<file path="config.mk">
export PLATFORM = sky130hd
export DESIGN_NAME = squeeze_expand_ctrl_flat
export DESIGN_NICKNAME = d
export VERILOG_FILES = /design/src/rtl/squeeze_expand_ctrl_if.sv /design/src/rtl/squeeze_expand_ctrl.sv /design/src/flat_wrapper.sv
export SDC_FILE = /design/constraint.sdc
export NUM_CORES = 1
export LEC_CHECK = 0
export ABC_AREA = 0
export CAP_MARGIN = 20
export CORE_MARGIN = 5
export CORE_UTILIZATION = 55
export DETAILED_ROUTE_END_ITERATION = 10
export PLACE_DENSITY = 0.83
export SLEW_MARGIN = 20
export SYNTH_ARGS = -nofsm -noshare
export SYNTH_HDL_FRONTEND = slang
export SYNTH_SLANG_ARGS = --single-unit
</file>
<file path="constraint.sdc">
create_clock -name clk -period 3.9 [get_ports clk]
set_input_delay 0.78 -clock clk [delete_from_list [all_inputs] [get_ports clk]]
set_output_delay 0.78 -clock clk [all_outputs]
set_load 0.005 [all_outputs]
</file>
<file path="src/rtl/squeeze_expand_ctrl_if.sv">
// Handshake and bank-control bundle between the squeeze stage, the
// squeeze/expand controller and the expand stage.
interface squeeze_expand_ctrl_if #(
  parameter int AW = 14,
  parameter int PW = 8
);
  logic          start;
  logic [AW-1:0] frame_len;
  logic [PW-1:0] passes;
  logic          abort;
  logic          in_valid;
  logic          in_ready;
  logic          out_ready;
  logic          out_valid;
  logic          wren;
  logic [AW-1:0] wr_addr;
  logic          rden;
  logic [AW-1:0] rd_addr;
  logic          busy;
  logic          done;
  logic          err;

  modport master (
    output start, frame_len, passes, abort, in_valid, out_ready,
    input  in_ready, out_valid, wren, wr_addr, rden, rd_addr, busy, done, err
  );

  modport slave (
    input  start, frame_len, passes, abort, in_valid, out_ready,
    output in_ready, out_valid, wren, wr_addr, rden, rd_addr, busy, done, err
  );
endinterface

</file>
<file path="src/rtl/squeeze_expand_ctrl.sv">
// Squeeze/expand bank controller: fills one bank with frame_len words from
// the squeeze stage, then sweeps it `passes` times towards the expand stage.
module squeeze_expand_ctrl #(
  parameter int DEPTH = 12321,
  parameter int AW    = 14,
  parameter int PW    = 8
) (
  input  logic               clk,
  input  logic               rst,
  squeeze_expand_ctrl_if.slave bus
);

  localparam logic [AW-1:0] DEPTH_W = AW'(DEPTH);
  localparam logic [AW-1:0] ONE_A   = AW'(1);
  localparam logic [PW-1:0] ONE_P   = PW'(1);

  typedef enum logic [1:0] {IDLE, FILL, DRAIN, DONE} state_t;

  state_t        state, state_nxt;
  logic [AW-1:0] wr_cnt, rd_cnt, len_q;
  logic [PW-1:0] pass_cnt, passes_q;
  logic          err_q;

  logic start_ok;
  logic wr_acc, wr_last;
  logic rd_acc, rd_wrap, rd_final;

  // Handshake qualifiers and end-of-frame / end-of-sweep detection.
  always_comb begin
    start_ok = (bus.frame_len != '0) && (bus.frame_len <= DEPTH_W) && (bus.passes != '0);
    wr_acc   = (state == FILL) && bus.in_valid;
    wr_last  = (wr_cnt == len_q - ONE_A);
    rd_acc   = (state == DRAIN) && bus.out_ready;
    rd_wrap  = (rd_cnt == len_q - ONE_A);
    rd_final = rd_wrap && (pass_cnt == passes_q - ONE_P);
  end

  // State register.
  always_ff @(posedge clk) begin
    if (rst) state <= IDLE;
    else     state <= state_nxt;
  end

  // Next-state decode and state-decoded outputs; abort overrides every arc.
  always_comb begin
    state_nxt     = state;
    bus.in_ready  = 1'b0;
    bus.wren      = 1'b0;
    bus.rden      = 1'b0;
    bus.out_valid = 1'b0;
    bus.busy      = 1'b1;
    bus.done      = 1'b0;
    case (state)
      IDLE: begin
        bus.busy = 1'b0;
        if (bus.start && start_ok) state_nxt = FILL;
      end
      FILL: begin
        bus.in_ready = 1'b1;
        bus.wren     = bus.in_valid;
        if (wr_acc && wr_last) state_nxt = DRAIN;
      end
      DRAIN: begin
        bus.rden      = 1'b1;
        bus.out_valid = 1'b1;
        if (rd_acc && rd_final) state_nxt = DONE;
      end
      DONE: begin
        bus.done  = 1'b1;
        state_nxt = IDLE;
      end
      default: state_nxt = IDLE;
    endcase
    if (bus.abort) state_nxt = IDLE;
  end

  // Frame parameters, address counters and the rejected-start flag.
  always_ff @(posedge clk) begin
    if (rst) begin
      wr_cnt   <= '0;
      rd_cnt   <= '0;
      pass_cnt <= '0;
      len_q    <= '0;
      passes_q <= '0;
      err_q    <= 1'b0;
    end else if (bus.abort) begin
      wr_cnt   <= '0;
      rd_cnt   <= '0;
      pass_cnt <= '0;
      err_q    <= 1'b0;
    end else begin
      err_q <= (state == IDLE) && bus.start && !start_ok;
      case (state)
        IDLE: begin
          if (bus.start && start_ok) begin
            len_q    <= bus.frame_len;
            passes_q <= bus.passes;
            wr_cnt   <= '0;
            rd_cnt   <= '0;
            pass_cnt <= '0;
          end
        end
        FILL: begin
          if (wr_acc && !wr_last) wr_cnt <= wr_cnt + ONE_A;
        end
        DRAIN: begin
          if (rd_acc) begin
            if (rd_wrap) begin
              rd_cnt   <= '0;
              pass_cnt <= pass_cnt + ONE_P;
            end else begin
              rd_cnt <= rd_cnt + ONE_A;
            end
          end
        end
        default: ;
      endcase
    end
  end

  assign bus.wr_addr = wr_cnt;
  assign bus.rd_addr = rd_cnt;
  assign bus.err     = err_q;

endmodule

</file>
<file path="src/flat_wrapper.sv">
// flat-port wrapper written by rule: the top's interface ports become plain ports
module squeeze_expand_ctrl_flat 
#(
  parameter int DEPTH = 12321,
  parameter int AW    = 14,
  parameter int PW    = 8
)
  (clk, rst, bus_start, bus_frame_len, bus_passes, bus_abort, bus_in_valid, bus_out_ready, bus_in_ready, bus_out_valid, bus_wren, bus_wr_addr, bus_rden, bus_rd_addr, bus_busy, bus_done, bus_err);
  squeeze_expand_ctrl_if #(.AW(AW), .PW(PW)) bus_i ();
  input  logic clk;
  input  logic rst;
  input wire logic [$bits(bus_i.start)-1:0] bus_start;
  input wire logic [$bits(bus_i.frame_len)-1:0] bus_frame_len;
  input wire logic [$bits(bus_i.passes)-1:0] bus_passes;
  input wire logic [$bits(bus_i.abort)-1:0] bus_abort;
  input wire logic [$bits(bus_i.in_valid)-1:0] bus_in_valid;
  input wire logic [$bits(bus_i.out_ready)-1:0] bus_out_ready;
  output wire logic [$bits(bus_i.in_ready)-1:0] bus_in_ready;
  output wire logic [$bits(bus_i.out_valid)-1:0] bus_out_valid;
  output wire logic [$bits(bus_i.wren)-1:0] bus_wren;
  output wire logic [$bits(bus_i.wr_addr)-1:0] bus_wr_addr;
  output wire logic [$bits(bus_i.rden)-1:0] bus_rden;
  output wire logic [$bits(bus_i.rd_addr)-1:0] bus_rd_addr;
  output wire logic [$bits(bus_i.busy)-1:0] bus_busy;
  output wire logic [$bits(bus_i.done)-1:0] bus_done;
  output wire logic [$bits(bus_i.err)-1:0] bus_err;
  assign bus_i.start = bus_start;
  assign bus_i.frame_len = bus_frame_len;
  assign bus_i.passes = bus_passes;
  assign bus_i.abort = bus_abort;
  assign bus_i.in_valid = bus_in_valid;
  assign bus_i.out_ready = bus_out_ready;
  assign bus_in_ready = bus_i.in_ready;
  assign bus_out_valid = bus_i.out_valid;
  assign bus_wren = bus_i.wren;
  assign bus_wr_addr = bus_i.wr_addr;
  assign bus_rden = bus_i.rden;
  assign bus_rd_addr = bus_i.rd_addr;
  assign bus_busy = bus_i.busy;
  assign bus_done = bus_i.done;
  assign bus_err = bus_i.err;
  squeeze_expand_ctrl #(.DEPTH(DEPTH), .AW(AW), .PW(PW)) u_core (.clk(clk), .rst(rst), .bus(bus_i));
endmodule
</file>
==> results_dict.tcl <==
set metrics [dict create \
    place_ws_ps 281 \
    post_cts_buffers 0 \
    max_cap_violations 0 \
    std_cell_rows 31 \
    synth_fp_nets 576 \
    max_freq_mhz 273 \
    overflow 0 \
    synth_area_leaders "dfxtp_1 29%, xnor2_1 6.5%, nand2_1 5.3%, a21oi_1 4.8%, o21ai_0 4.8%" \
    slew_headroom_pct 52.3 \
    reg2reg_depth 8 \
    drtIter0Drc 292 \
    async_reset_ff_share_pct 0 \
    core-area_um2 7290 \
    cp_common_cell "or4_1" \
    rsz0062_at_grt "no" \
    worstMarginPinSlew_ps 712 \
    final_util_pct 68.8 \
    synthTopCellsByCount "61 x dfxtp_1, 59 x nand2_1, 44 x nor2_1" \
    ant_nets 0 \
    power.leakage_nw 1.77 \
    setup_violations 0 \
    cp-start-kind "flop" \
    ios 63 \
    multiInputGateArea_um2 2720 \
    fin_cells 684 \
    clkLatencyLatePin_ps 340 \
    finalCritPeriodShare_pct 93.8 \
    wl_mm 11.1 \
    worstPathCellList "or4_1 -> or3_1 -> o31ai_1 -> o2111ai_1 -> o41ai_4 -> nand2_2 -> or4_1 -> a21oi_1" \
    skew_ps 8.73 \
    cts_buffers 9 \
    arrival_ps 3930 \
    hold_buffers 0 \
    synth.yosys.warnings 0 \
    period_needed_ps 3660 \
    syn_to_final_growth_pct 20.6 \
    vias 4140 \
    dr.pass1.iters 4 \
    postPlaceCellArea_um2 4810 \
    ys_seq_area_share_pct 29.4 \
    ys_ff_latch 61 \
    drive_gt1_share_pct 6.84 \
    diodes 0 \
    synth.distinct_cells 68 \
    fin_area_um2 5020 \
    min_path_cells 2 \
    synth_edf_count 0 \
    cp_slowest_cell "or4_1" \
    cp.depth 8 \
    gp_congestion 0.860 \
    outcome "finished clean" \
    hold_viol_final 0 \
    required_ps 4170 \
    fin_nets 619 \
    synth.most_common_cell "dfxtp_1" \
    grt_start_max_net_pins 26 \
    cts-resized-gates 0 \
    path_delay_family "simple AND/OR/NAND/NOR gates" \
    grt_usage_pct 22.9 \
    cpPeakStageDelay_ps 750 \
    path_class "flop to flop" \
    clock_path_buffers 2 \
    syn_area_um2 4160 \
    dp_cells 669 \
    die_area_um2 9400 \
    detail_route.wl_per_cell_um 16.2 \
    worstSetupEndpointType "flop" \
    setup_tns_ps 0 \
    synth_top_area_share_pct 29.4 \
    finalWorstSetupSlack_ps 241 \
    antenna_found_initial 0 \
    die_w_um 97.0 \
    start_util_pct 57.1 \
    worstPathMaxFanout 16 \
    grt_pass1_vias 3934 \
    ys.flop_type "dfxtp_1" \
    hpwl_mm 8.38 \
    htree_levels 3 \
    ir_worst_vdd_mv 0.155 \
    drc 0 \
    port_buffers 62 \
    min_path_type "flop to flop" \
    clock_sinks 61 \
    ff_latch_area_um2 1220 \
    syn_inst 538 \
    cts_tree "built" \
    syn_area_per_cell_um2 7.73 \
    via_per_inst 6.05 \
    clkTransAtPathRegs_ps 70 \
    die_h_um 97.0 \
    grt_pass1_wl_mm 18.3 \
    finalMaxSlewViolations 0 \
    fill_cells 642 \
    synth_largest_area_cell "dfxtp_1" \
    crit_buf_inv 0 \
    cts_root_buf "clkbuf_8" \
    power-per-cell-area_nw_per_um2 307 \
]
-- registers in the layout (all words and copies together), names as in the netlist --
register	count
u_core.bus.rd_addr	14
u_core.bus.err	1
u_core.pass_cnt	8
u_core.bus.wr_addr	14
u_core.len_q	14
u_core.passes_q	8
u_core.state	2
-- layout by cell type, fill, tap and decap left out, drive strengths merged, types with 3 or more instances in the layout --
cell,netlist,layout
and3,9,9
dfxtp,61,61
ha,10,10
nand4b,3,3
or3,8,8
mux2,3,3
xor2,21,21
buf,11,10
xnor2,31,31
mux2i,11,11
nand3,11,11
nor2,44,44
o31ai,7,7
nand4,13,13
o2111ai,3,3
inv,14,14
clkdlybuf4s50,0,62
and2,9,9
nor4,13,13
nand2,60,60
a31o,4,4
a21boi,4,4
a21oi,40,40
or4,7,7
o31a,3,3
o21ai,40,40
nand3b,3,3
nand2b,8,8
clkbuf,29,11
o311ai,4,4
nor2b,6,6
nor3,10,10
-- final cells by class --
| cell class | instances | share of cell area, % |
|---|---|---|
| multi-input cells | 423 | 54.3 |
| flip-flops and latches | 61 | 24.3 |
| well taps | 99 | 2.47 |
| inverters | 14 | 1.05 |
| clock buffers | 11 | 3.02 |
| repair buffers | 72 | 13.9 |
| clock inverters | 4 | 0.948 |
-- worst paths after layout --
path	startpoint	to	slack (ps)
max reg2reg	u_core.len_q[4]	u_core.pass_cnt[6]	240
min reg2reg	u_core.state[1]	u_core.state[1]	510
min	u_core.state[1]	u_core.state[1]	510
max	u_core.len_q[4]	u_core.pass_cnt[6]	240
-- worst register-to-register path: stages, from the launching register on --
cell and delay, ps:
dfxtp_1 500, or4_1 750, or3_1 390, o31ai_1 330, o2111ai_1 210, o41ai_4 540
nand2_2 220, or4_1 510, a21oi_1 140
-- power breakdown --
part	internal (mW)	leakage [nW]	switching, mW	total (mW)
logic	0.140	1.18	0.170	0.310
clock network	0.324	0.101	0.247	0.571
registers	0.636	0.493	0.0228	0.658
-- stage by stage --
step	total power, mW	hold slack [ps]
6_report	1.54	509
5_1_grt	1.60	538
4_1_cts	1.54	508
3_5_place_dp	0.976	498
3_3_place_gp	0.967	485
2_1_floorplan	0.884	462
-- layer usage --
layer | wire, um | GRT usage [%] | share of wire [%] | vias up
met1 | 4840 | 28.5 | 44 | 1937
met5 | 0 | 0 | 0 | -
met2 | 5140 | 37.5 | 46 | 160
met3 | 804 | 4.96 | 7.2 | 25
li1 | - | - | - | 2018
met4 | 323 | 10.6 | 2.9 | 0
-- cell families after synthesis --
kind of cell	synth area share [%]
compound gates	20.8
xor+xnor	11.5
fa+ha+maj	3.01
buf+inv	5.29
flops	29.4
mux	3.46
simple gates	26.6
(Power assumes the default switching activity.)
==> patch (same flow settings) <==
Reset style: asynchronous (`rst`), changed in 2 clocked blocks.
--- a/src/rtl/squeeze_expand_ctrl.sv
+++ b/src/rtl/squeeze_expand_ctrl.sv
@@ -37,5 +37,5 @@
 
   // State register.
-  always_ff @(posedge clk) begin
+  always_ff @(posedge clk or posedge rst) begin
     if (rst) state <= IDLE;
     else     state <= state_nxt;
@@ -76,5 +76,5 @@
 
   // Frame parameters, address counters and the rejected-start flag.
-  always_ff @(posedge clk) begin
+  always_ff @(posedge clk or posedge rst) begin
     if (rst) begin
       wr_cnt   <= '0;
Formal check against the unedited RTL: differs if rst is asserted again (counterexample within 4 cycles, from zero or initial values and one cycle with rst high); with rst held inactive, the same outputs for 4 cycles.
==> patch against the unedited design <==
Worst setup slack better by 0.087 ns. Wire length grew 3.7%. Design area grew 5.3%. Area after synthesis up 5.2%. Clock skew increased by 0.0029 ns. Utilization decreased by 0.43 points. Sequential cell count is the same. Highest routed layer unchanged.
Power is not compared: it rests on default switching activity, and its combinational part moved more than twofold at a synthesized area within 25%.
==> patch: results (changes against the unedited design) <==
Seq/Total Area, Yosys 0.349 (+0.0552); DP Cell Count 636 (-4.9%); Pint 1.77 mW; initial DRC count 306 (+4.8%); Data buffer area share 0.129 (-0.00984); Area contributors post-synth dfrtp_1, xnor2_1, mux2_2; final std cells w/o fill 652 (-4.7%); status finished, final reports clean; layout cells sized above 1 0.111 (+0.0425); clkbuf count 12 (+1); Fin Clk Skew 0.0117 ns (+0.00292 ns); P per Cell Area 571 mW/mm^2; Syn Nets 527 (-8.5%); XOR/XNOR Fraction of Synth Area 0.105 (-0.00968); FFs & Latches 61 (unchanged); FFs w/ async S/R, synth 1.00 (+1.00); Vias/cell 6.28 (+3.8%); Data arrival, critical path 3.84 ns (-0.09 ns); Max VDD drop 0.375 mV; GP Congestion 0.892 (+3.7%); fraction of area in multi-input gates 0.501 (-0.0418); routed wl met2 5610 um (+9.2%); port bufs 62 (unchanged); Met1 Wirelength 4830 um (-0.17%); clk slew on worst S/H paths 0.07 ns (about the same); Synth Area in Compound Gates 0.159 (-0.0489); overall power 3.02 mW; post-DP HPWL 8570 um (+2.2%); inverter count 20 (+6); Max-slew headroom 0.394 (-0.129); Placed Area 0.00506 mm^2 (+5.1%); Wirelength per Cell 17.7 um (+8.8%); GRT Util Overall 0.239 (+0.0100); Final setup viols 0 (unchanged); Ant. Diodes 0 (unchanged); Plain + repair buffers 70 (-2.8%); mux cell area share after synthesis 0.0532 (+0.0186); clock network area share 0.0426 (+0.00297); clock root buffer clkbuf_8; H-Tree Level Count 3 (unchanged); post-synthesis cell type count 71 (+4.4%); initial antenna violation count 0 (unchanged); # fillers 590 (-8.1%); cts repair resizes 0 (unchanged); pre-CTS WS 0.416 ns (+0.136 ns); Power Clock 0.650 mW; multi-input gate count 383 (-9.5%); Primary FF master, synth dfrtp_1; met3 wire len 694 um (-14%); adder-cell area share of the yosys netlist 0.0257 (-0.00435); first-pass GRT wire length 19000 um (+4.2%); Syn Inst Count 490 (-8.9%); nets@finish 582 (-6.0%); vias in the first global route 4007 (+1.9%); Lkg Pwr 2.02 nW; Core Util, Final 0.684 (-0.00427); pin count of the biggest net entering global routing 43 (+65%); largest fanout on the critical path 18 (+2); flip-flop and latch area 0.00153 mm^2 (+25%); synth cell count leaders dfrtp_1, nand2_1, xnor2_1
[patch: cell types whose count changed in the layout (fill, tap and decap cells not counted), sizes merged, moves of 6 or more]
| cell | change |
|---|---|
| a21oi | -22 |
| a31oi | +11 |
| dfrtp | +61 |
| dfxtp | -61 |
| inv | +6 |
| mux2 | +15 |
| mux2i | -8 |
| nand2 | -15 |
| nand3 | +19 |
| o21ai | -18 |
| xnor2 | +7 |
| xor2 | -9 |
[patch: critical path, stage by stage, from the launching register on]
cell and delay, ns:
dfrtp_1 0.49, nor3_2 0.73, a21oi_1 0.17, a2111oi_1 0.46
o2111ai_1 0.22, nor4_2 0.44, a31oi_1 0.13, buf_4 0.22
or4_1 0.48, a21oi_1 0.15
[patch: layer usage]
metal / vias to the layer above / track usage
met2: 163 / 0.405
met4: 0 / 0.104
met1: 2002 / 0.297
met5: - / 0
li1: 1894 / -
met3: 38 / 0.0428
[patch: worst paths after layout]
check                                               start  cells past startpoint  slack (ns)                           endpoint
setup / recovery              u_core.len_q[2]$_DFFE_PP0P_                      9        0.33     u_core.pass_cnt[4]$_DFFE_PP0P_
hold / removal             u_core.passes_q[7]$_DFFE_PP0P_                      1        0.55     u_core.passes_q[7]$_DFFE_PP0P_
setup reg to reg              u_core.len_q[2]$_DFFE_PP0P_                      9        0.33     u_core.pass_cnt[4]$_DFFE_PP0P_
hold reg to reg            u_core.passes_q[7]$_DFFE_PP0P_                      1        0.55     u_core.passes_q[7]$_DFFE_PP0P_
max in group asynchronous                             rst                      3        2.28  u_core.bus.wr_addr[7]$_DFFE_PP0P_
min in group asynchronous                             rst                      2        0.75     u_core.passes_q[1]$_DFFE_PP0P_
